### config.mk
export PLATFORM = sky130hd
export DESIGN_NAME = serial_fsm_arbiter
export DESIGN_NICKNAME = d
export VERILOG_FILES = /design/src/rtl/serial_fsm_arbiter.sv
export SDC_FILE = /design/constraint.sdc
export NUM_CORES = 1
export LEC_CHECK = 0
export ABC_AREA = 0
export CAP_MARGIN = 0
export CORE_ASPECT_RATIO = 1.25
export CORE_MARGIN = 2
export CORE_UTILIZATION = 40
export DETAILED_ROUTE_END_ITERATION = 10
export PLACE_DENSITY = 0.78
export SETUP_SLACK_MARGIN = 0.15
export SLEW_MARGIN = 25
export SYNTH_ARGS = -nofsm -noshare
export SYNTH_HDL_FRONTEND = slang
export SYNTH_SLANG_ARGS = --single-unit
export TNS_END_PERCENT = 30
### constraint.sdc
create_clock -name clk -period 3.85 [get_ports clk]
set_input_delay 0.385 -clock clk [delete_from_list [all_inputs] [get_ports clk]]
set_output_delay 0.385 -clock clk [all_outputs]
set_load 0.02 [all_outputs]
### src/rtl/serial_fsm_arbiter.sv
// Round-robin arbiter that time-shares one serial Mealy FSM among N requesters,
// streaming each granted burst through it and reporting the count of high FSM outputs.
module serial_fsm_arbiter #(
    parameter int unsigned N     = 4,
    parameter int unsigned LEN_W = 4,
    parameter int unsigned ID_W  = 2
) (
    input  logic                 clk,
    input  logic                 reset,
    input  logic [N-1:0]         req,
    input  logic [N*LEN_W-1:0]   req_len,
    input  logic [N-1:0]         req_bit,
    output logic [N-1:0]         grant,
    output logic                 bit_ready,
    output logic                 fsm_clr,
    output logic                 fsm_in,
    input  logic                 fsm_out,
    output logic                 done,
    output logic [ID_W-1:0]      done_id,
    output logic [LEN_W-1:0]     hit_count
);

    typedef enum logic [1:0] {
        IDLE   = 2'd0,
        CLEAR  = 2'd1,
        STREAM = 2'd2,
        REPORT = 2'd3
    } state_t;

    state_t             state, state_d;
    logic [ID_W-1:0]    id_q, id_d;
    logic [ID_W-1:0]    ptr_q, ptr_d;
    logic [LEN_W-1:0]   rem_q, rem_d;
    logic [LEN_W-1:0]   hit_q, hit_d;

    logic [N-1:0]       grant_d;
    logic               bit_ready_d;
    logic               fsm_clr_d;
    logic               done_d;
    logic [ID_W-1:0]    done_id_d;
    logic [LEN_W-1:0]   hit_count_d;

    logic [LEN_W-1:0]   len_arr [N];
    logic               arb_valid;
    logic [ID_W-1:0]    arb_sel;
    logic [ID_W-1:0]    arb_idx;

    for (genvar g = 0; g < N; g++) begin : g_len
        assign len_arr[g] = req_len[g*LEN_W +: LEN_W];
    end

    // Walk from farthest to nearest offset so the last hit is the first requester after ptr.
    always_comb begin
        arb_valid = 1'b0;
        arb_sel   = '0;
        arb_idx   = '0;
        for (int unsigned off = N; off >= 1; off--) begin
            arb_idx = ID_W'((32'(ptr_q) + off) % N);
            if (req[arb_idx]) begin
                arb_valid = 1'b1;
                arb_sel   = arb_idx;
            end
        end
    end

    assign fsm_in = (state == STREAM) ? req_bit[id_q] : 1'b0;

    // Next state plus next values of the registered outputs.
    always_comb begin
        state_d     = state;
        id_d        = id_q;
        ptr_d       = ptr_q;
        rem_d       = rem_q;
        hit_d       = hit_q;
        grant_d     = '0;
        bit_ready_d = 1'b0;
        fsm_clr_d   = 1'b0;
        done_d      = 1'b0;
        done_id_d   = done_id;
        hit_count_d = hit_count;

        unique case (state)
            IDLE: begin
                if (arb_valid) begin
                    state_d   = CLEAR;
                    id_d      = arb_sel;
                    rem_d     = len_arr[arb_sel];
                    hit_d     = '0;
                    grant_d   = N'(1) << arb_sel;
                    fsm_clr_d = 1'b1;
                end
            end
            CLEAR: begin
                if (rem_q == '0) begin
                    state_d     = REPORT;
                    done_d      = 1'b1;
                    done_id_d   = id_q;
                    hit_count_d = '0;
                end else begin
                    state_d     = STREAM;
                    grant_d     = grant;
                    bit_ready_d = 1'b1;
                end
            end
            STREAM: begin
                hit_d = hit_q + LEN_W'(fsm_out);
                if (rem_q == LEN_W'(1)) begin
                    state_d     = REPORT;
                    done_d      = 1'b1;
                    done_id_d   = id_q;
                    hit_count_d = hit_d;
                end else begin
                    rem_d       = rem_q - LEN_W'(1);
                    grant_d     = grant;
                    bit_ready_d = 1'b1;
                end
            end
            REPORT: begin
                ptr_d   = id_q;
                state_d = IDLE;
            end
            default: state_d = IDLE;
        endcase
    end

    always_ff @(posedge clk or negedge reset) begin
        if (!reset) begin
            state     <= IDLE;
            id_q      <= '0;
            ptr_q     <= ID_W'(N - 1);
            rem_q     <= '0;
            hit_q     <= '0;
            grant     <= '0;
            bit_ready <= 1'b0;
            fsm_clr   <= 1'b0;
            done      <= 1'b0;
            done_id   <= '0;
            hit_count <= '0;
        end else begin
            state     <= state_d;
            id_q      <= id_d;
            ptr_q     <= ptr_d;
            rem_q     <= rem_d;
            hit_q     <= hit_d;
            grant     <= grant_d;
            bit_ready <= bit_ready_d;
            fsm_clr   <= fsm_clr_d;
            done      <= done_d;
            done_id   <= done_id_d;
            hit_count <= hit_count_d;
        end
    end

endmodule

**Yosys cells after proc, flatten, opt, wreduce, memory -nomap -nowiden**

Index checks and enable logic that the tools add are counted.

- Flip-flop bits (word level): 27
- Latch bits: 0
- RAM bits: 0
- Bits in read-only memories: 0
- Bits of input ports: 27
- Output and inout bits: 14
- Memories: 0

- Add/subtract/negate cells: 6
- $mul: 0
- Div/mod/pow operators: 0
- Magnitude comparators: 6
- Eq/ne operators: 8
- Shifts and indexed selects: 1
- Mux-type cells: 48
- Bitwise operators: 1
- Reductions and logical operators: 10

Operators with widths:

| cell | count |
|---|---|
| 2-to-1 mux 4 bit | 9 |
| case mux 4 bit (2 select lines) | 3 |
| 2-to-1 mux 1 bit | 17 |
| 2-to-1 mux 2 bit | 8 |
| less-than comparator 2 x 3 -> 1 bit (second input constant) | 5 |
| case mux 4 bit (3 select lines) | 1 |
| binary-select mux 1 bit (select 2 bit) | 5 |
| binary-select mux 4 bit (select 2 bit) | 1 |
| case mux 2 bit (4 select lines) | 1 |
| AND reduction 2 bit | 4 |
| inequality test 2 bit (second input constant) | 3 |
| AND reduction 3 bit | 2 |
| adder 2 x 1 -> 2 bit (second input constant) | 2 |
| adder 2 bit (second input constant) | 2 |
| adder 4 x 1 -> 4 bit | 1 |
| == test 2 bit (second input constant) | 2 |
| == test 4 x 1 -> 1 bit (second input constant) | 1 |
| zero test 4 bit | 1 |
| case mux 1 bit (2 select lines) | 2 |
| case mux 2 bit (2 select lines) | 1 |
| nonzero test 2 bit | 2 |
| << shifter 1 x 2 -> 4 bit (first input constant) | 1 |
| subtractor 4 x 1 -> 4 bit (second input constant) | 1 |
| >= comparator 3 bit (second input constant) | 1 |
| other kinds (4) | 4 |

**Depth between registers and ports, before layout**

- Word-level depth: 13
- Depth in mapped cells: 8
- Mapped depth without buffers: 7

**Worst setup path before layout**

Ideal clock, no wire load.

- Path type: register -> register
- From: register ptr_q[1]
- To: register rem_q[0]
- Arrival: 1.821 ns
- Required time: 3.726 ns
- Setup slack: 1.905 ns
- Cell stages (with the launch flop): 6
- Path buffers: 0
- Clock period less this slack: 1.945 ns
- Path through: dfstp_2 > mux2i_1 > o21bai_2 > nor2_2 > mux2_2 > a211o_1

- Word-level cells in the longest chain between the ends: 13
- Elaborated cells between the ends (all ways): 28
- Those cells by class: add/sub: 4; eq/ne: 1; mux: 21; bitwise: 1; reduce/logical: 1

Ends and longest elaborated chain:

| what | RTL line | RTL |
|---|---|---|
| start: declaration | 32 | `logic [ID_W-1:0] ptr_q, ptr_d;` |
| start signal: assignment | 130 | `ptr_q <= ID_W'(N - 1);` |
| start signal: assignment | 142 | `ptr_q <= ptr_d;` |
| adder 2 x 1 -> 2 bit | 58 | `arb_idx = ID_W'((32'(ptr_q) + off) % N);` |
| binary-select mux 1 bit (select 2 bit) | 59 | `if (req[arb_idx]) begin` |
| 2-to-1 mux 1 bit (implied by the code) | 59 |  |
| 2-to-1 mux 2 bit (4 in a row) | 59 |  |
| NOT 2 -> 3 bit (implied by the code) | 87 | `rem_d = len_arr[arb_sel];` |
| binary-select mux 4 bit (select 2 bit) | 87 |  |
| 2-to-1 mux 4 bit (implied by the code) (2 in a row) | 87 |  |
| 2-to-1 mux 4 bit | 84 | `if (arb_valid) begin` |
| case mux 4 bit (2 select lines) | 82 | `unique case (state)` |
| end signal: assignment | 143 | `rem_q <= rem_d;` |
| end: declaration | 33 | `logic [LEN_W-1:0] rem_q, rem_d;` |

Parallel ways exist; a longest one is shown, timed or not. The select of a mux whose other input is x is not followed.
A chain may end at the register's enable or synchronous reset.

**Worst setup path after layout**

- From: register state[0]
- To: output fsm_in

- Word-level cells in the longest chain between the ends: 2

Ends and longest elaborated chain:

| what | RTL line | RTL |
|---|---|---|
| start: declaration | 30 | `state_t state, state_d;` |
| start signal: assignment | 140 | `state <= state_d;` |
| == test 2 bit | 66 | `assign fsm_in = (state == STREAM) ? req_bit[id_q] : 1'b0;` |
| 2-to-1 mux 1 bit | 66 |  |
| end: declaration | 16 | `output logic fsm_in,` |

No other way between the ends.

==> summary.md <==
| Metric | Value |
|---|---|
| CP arrival | between 2 and 2.5 ns |
| Total grt overflow | 0 |
| H-Tree Depth | 1 |
| Yosys warns | 0 |
| Vias in the first global route | 1,416 |
| Total GRT Usage | 17.1% |
| Detailed Route Iter0 Violations | 91 |
| Worst-path clk slew | 0.09 ns |
| Maximum VDD drop | 0.000275 V |
| Critical setup path kind | flip-flop to output port |
| Post-route antenna net violation count | 0 |
| Setup TNS | 0 ns |
| CTS Hold Bufs | 0 |
| Total Nets Final | 250 |
| Ranking of synthesized cells by area | dfrtp_1 (37%), ha_1 (6.7%), nand2_1 (4.7%), dfstp_2 (3.1%), mux2_2 (2.7%) |
| Syn_area_per_cell | just under 10 µm² |
| Setup ws final | 1.21 ns |
| Seq cells post-synth | 27 |
| Largest net degree at the start of global routing | 28 |
| Post-Synthesis Cells | 171 |
| Via density | 5.43 |
| WL/cell | around 14 µm |
| Asr flop ratio synth | 100% |
| Post-Place Cell Area | roughly 2100 µm² |
| Reg2reg end | rem_q[0]$_DFFE_PN0P_ |
| Hold Slack | 0.475 ns |
| Share of Yosys cell area claimed by the top area cell type | a little under two fifths |
| CTS tree | done |
| Hold WC Path Type | input port to asynchronous set/reset pin |
| Post-Syn Area | between 1500 and 2000 µm² |
| Ant diodes | 0 |
| Number of enable flip-flop cells after synthesis | 0 |
| Net Count, Synth | 207 |
| CP required | around 3.5 ns |
| Die Span Y | 76.4 µm |
| Drc violations | 0 |
| Pre-CTS setup slack | roughly 1.4 ns |
| Status | completed |
| First-pass GRT wire length | 6240 µm |
| Detailed Routing Iterations Pass 1 | 4 |
| Crit Path Max Fanout | 14 |
| # rows | 26 |
| Max Cap Violations | 0 |
| Share of post-route cells with drive strength above 1 | a little under a tenth |
| Fin. max-slew vios | 0 |
| Pwr Density | between 700 and 800 nW/µm² |
| Area delta synth->final | 30.6% |
| Top-count cell post-synth | dfrtp_1 |
| Area leader, netlist | dfrtp_1 |
| Seq/Total Area, Yosys | 40.4% |
| Final Setup Violations | 0 |
| DIE WIDTH | 61.9 µm |
| Clock latency on the worst-skew pair | 0.27 ns |
| Tcrit/Tclk final | 68.6% |
| Critical Path Source | state[0]$_DFFE_PN0P_ |
| Clk_skew | 0.00478 ns |
| Full die area | ~4700 µm² |
| Crit path launch type | flip-flop |
| Fmax | 379 MHz |
| Most used DFF post-synth | dfrtp_1 |
| Routability cong. | 0.867 |
| Total number of vias | 1,461 |
| Fin area | 2190 µm² |
| Yosys cell types | 52 |
| Minimum clock period | 2.64 ns |
| RSZ-0062 raised after global routing | false |
| FF-to-FF Start | state[0]$_DFFE_PN0P_ |
| Initial Utilization | 41.2% |
| Leak | 0.000961 µW |
| Root Buffer Master | clkbuf_8 |
| Synth top cells by count | dfrtp_1 (25), nand2_1 (21), ha_1 (9) |
| DPL Wire Length | 2950 µm |
| Core footprint | just over 4000 µm² |
| Post-Route WL | 3750 µm |
| Clk buf depth | 2 |
| Post-CTS Setup Inserts | 0 |
| CTS Buf Count | 3 |
| Final hold violation count | 0 |
| Crit path capture type | output port |
| Rel. slew slack | 63.6% |
| Initial antenna violation count | 0 |
| Clk sink count | 27 |
| Reg2reg setup slack | 1.57 ns |
| Io pins | a little over 40 |
| Worst R2R Path Depth | 7 |
| Port bufs | 40 |
| Worst-margin pin slew | 0.542 ns |
| Number of gates resized after CTS | 0 |
==> metal layers <==
| layer | share of wire [%] | GRT usage, % | vias to the layer above |
|---|---|---|---|
| met2 | 51 | 28.8 | 38 |
| li1 | - | - | 726 |
| met3 | 3.3 | 2.21 | 7 |
| met4 | 1.6 | 4.89 | 0 |
| met1 | 44 | 22.0 | 690 |
| met5 | 0 | 0 | - |
==> flip-flops by register name, summed over array words and instances, names as in the netlist, 2 cells and up <==
register   flops
rem_q          4
ptr_q          2
hit_count      4
id_q           2
state          2
grant          4
done_id        2
hit_q          4
==> cell usage in the layout, fill, tap and decap left out, types with 3 or more instances in the layout <==
master            n
o21ai_0           8
clkdlybuf4s50_1  40
nand3_1           6
nor2b_1           3
o21ai_1           3
nand2b_1          3
inv_1             8
ha_1              9
and3_1            4
nor2_1            7
mux2_2            4
and2_1            4
clkbuf_8          3
nand2_1          21
dfrtp_1          25
nand3b_1          3
mux2i_1           4
a32o_1            4
a31oi_1           3
a22oi_1           4
==> cells by family after synthesis <==
logic type | after synthesis | share of synthesized area [%]
and+or+nand+nor | 62 | 19.9
DFF | 27 | 40.4
AOI/OAI and AO/OA | 50 | 22.7
buffers and inverters | 12 | 2.84
adders and majority gates | 9 | 6.72
muxes | 9 | 6.42
xor gates and xnor gates | 2 | 1.04
==> final cells by class <==
type	count	area (µm²)
Sequential cell	27	678
Inverter	8	30.0
Clock buffer	4	45.0
Tap cell	56	70.1
Multi-Input combinational cell	132	951
Fill cell	373	1880
Timing Repair Buffer	42	415
==> through the flow <==
stage / cells / util (%) / total power, µW
floorplan: 171 / - / 1120
global placement: 265 / 52.7 / 1370
detailed placement: 265 / 52.7 / 1390
CTS: 269 / 53.8 / 1560
global route: 269 / 53.8 / 1680
finish: 269 / 53.8 / 1550
==> critical path, cell delays in order, from the launching register on <==
cell	delay, ns
dfrtp_1	0.41
inv_1	0.14
ha_1	0.44
buf_4	0.26
and2_1	0.13
clkdlybuf4s50_1	0.59
==> report_power, final <==
| group | internal [µW] | total [µW] | switching [µW] |
|---|---|---|---|
| Combinational | 408 | 890 | 482 |
| Sequential | 400 | 494 | 93.4 |
| Clock | 74.2 | 162 | 88.2 |
| Total | 883 | 1550 | 664 |
==> how the worst max path moves through the flow <==
stage                                 endpoint  slack (ns)  depth (start not counted)
after global placement    rem_q[0]$_DFFE_PN0P_        1.42                          6
after CTS                               fsm_in        1.20                          5
after floorplan           rem_q[0]$_DFFE_PN0P_        1.90                          5
final                                   fsm_in        1.21                          5
after detailed placement  rem_q[0]$_DFFE_PN0P_        1.38                          6
after global routing                    fsm_in        1.04                          5
(Power assumes the default switching activity.)
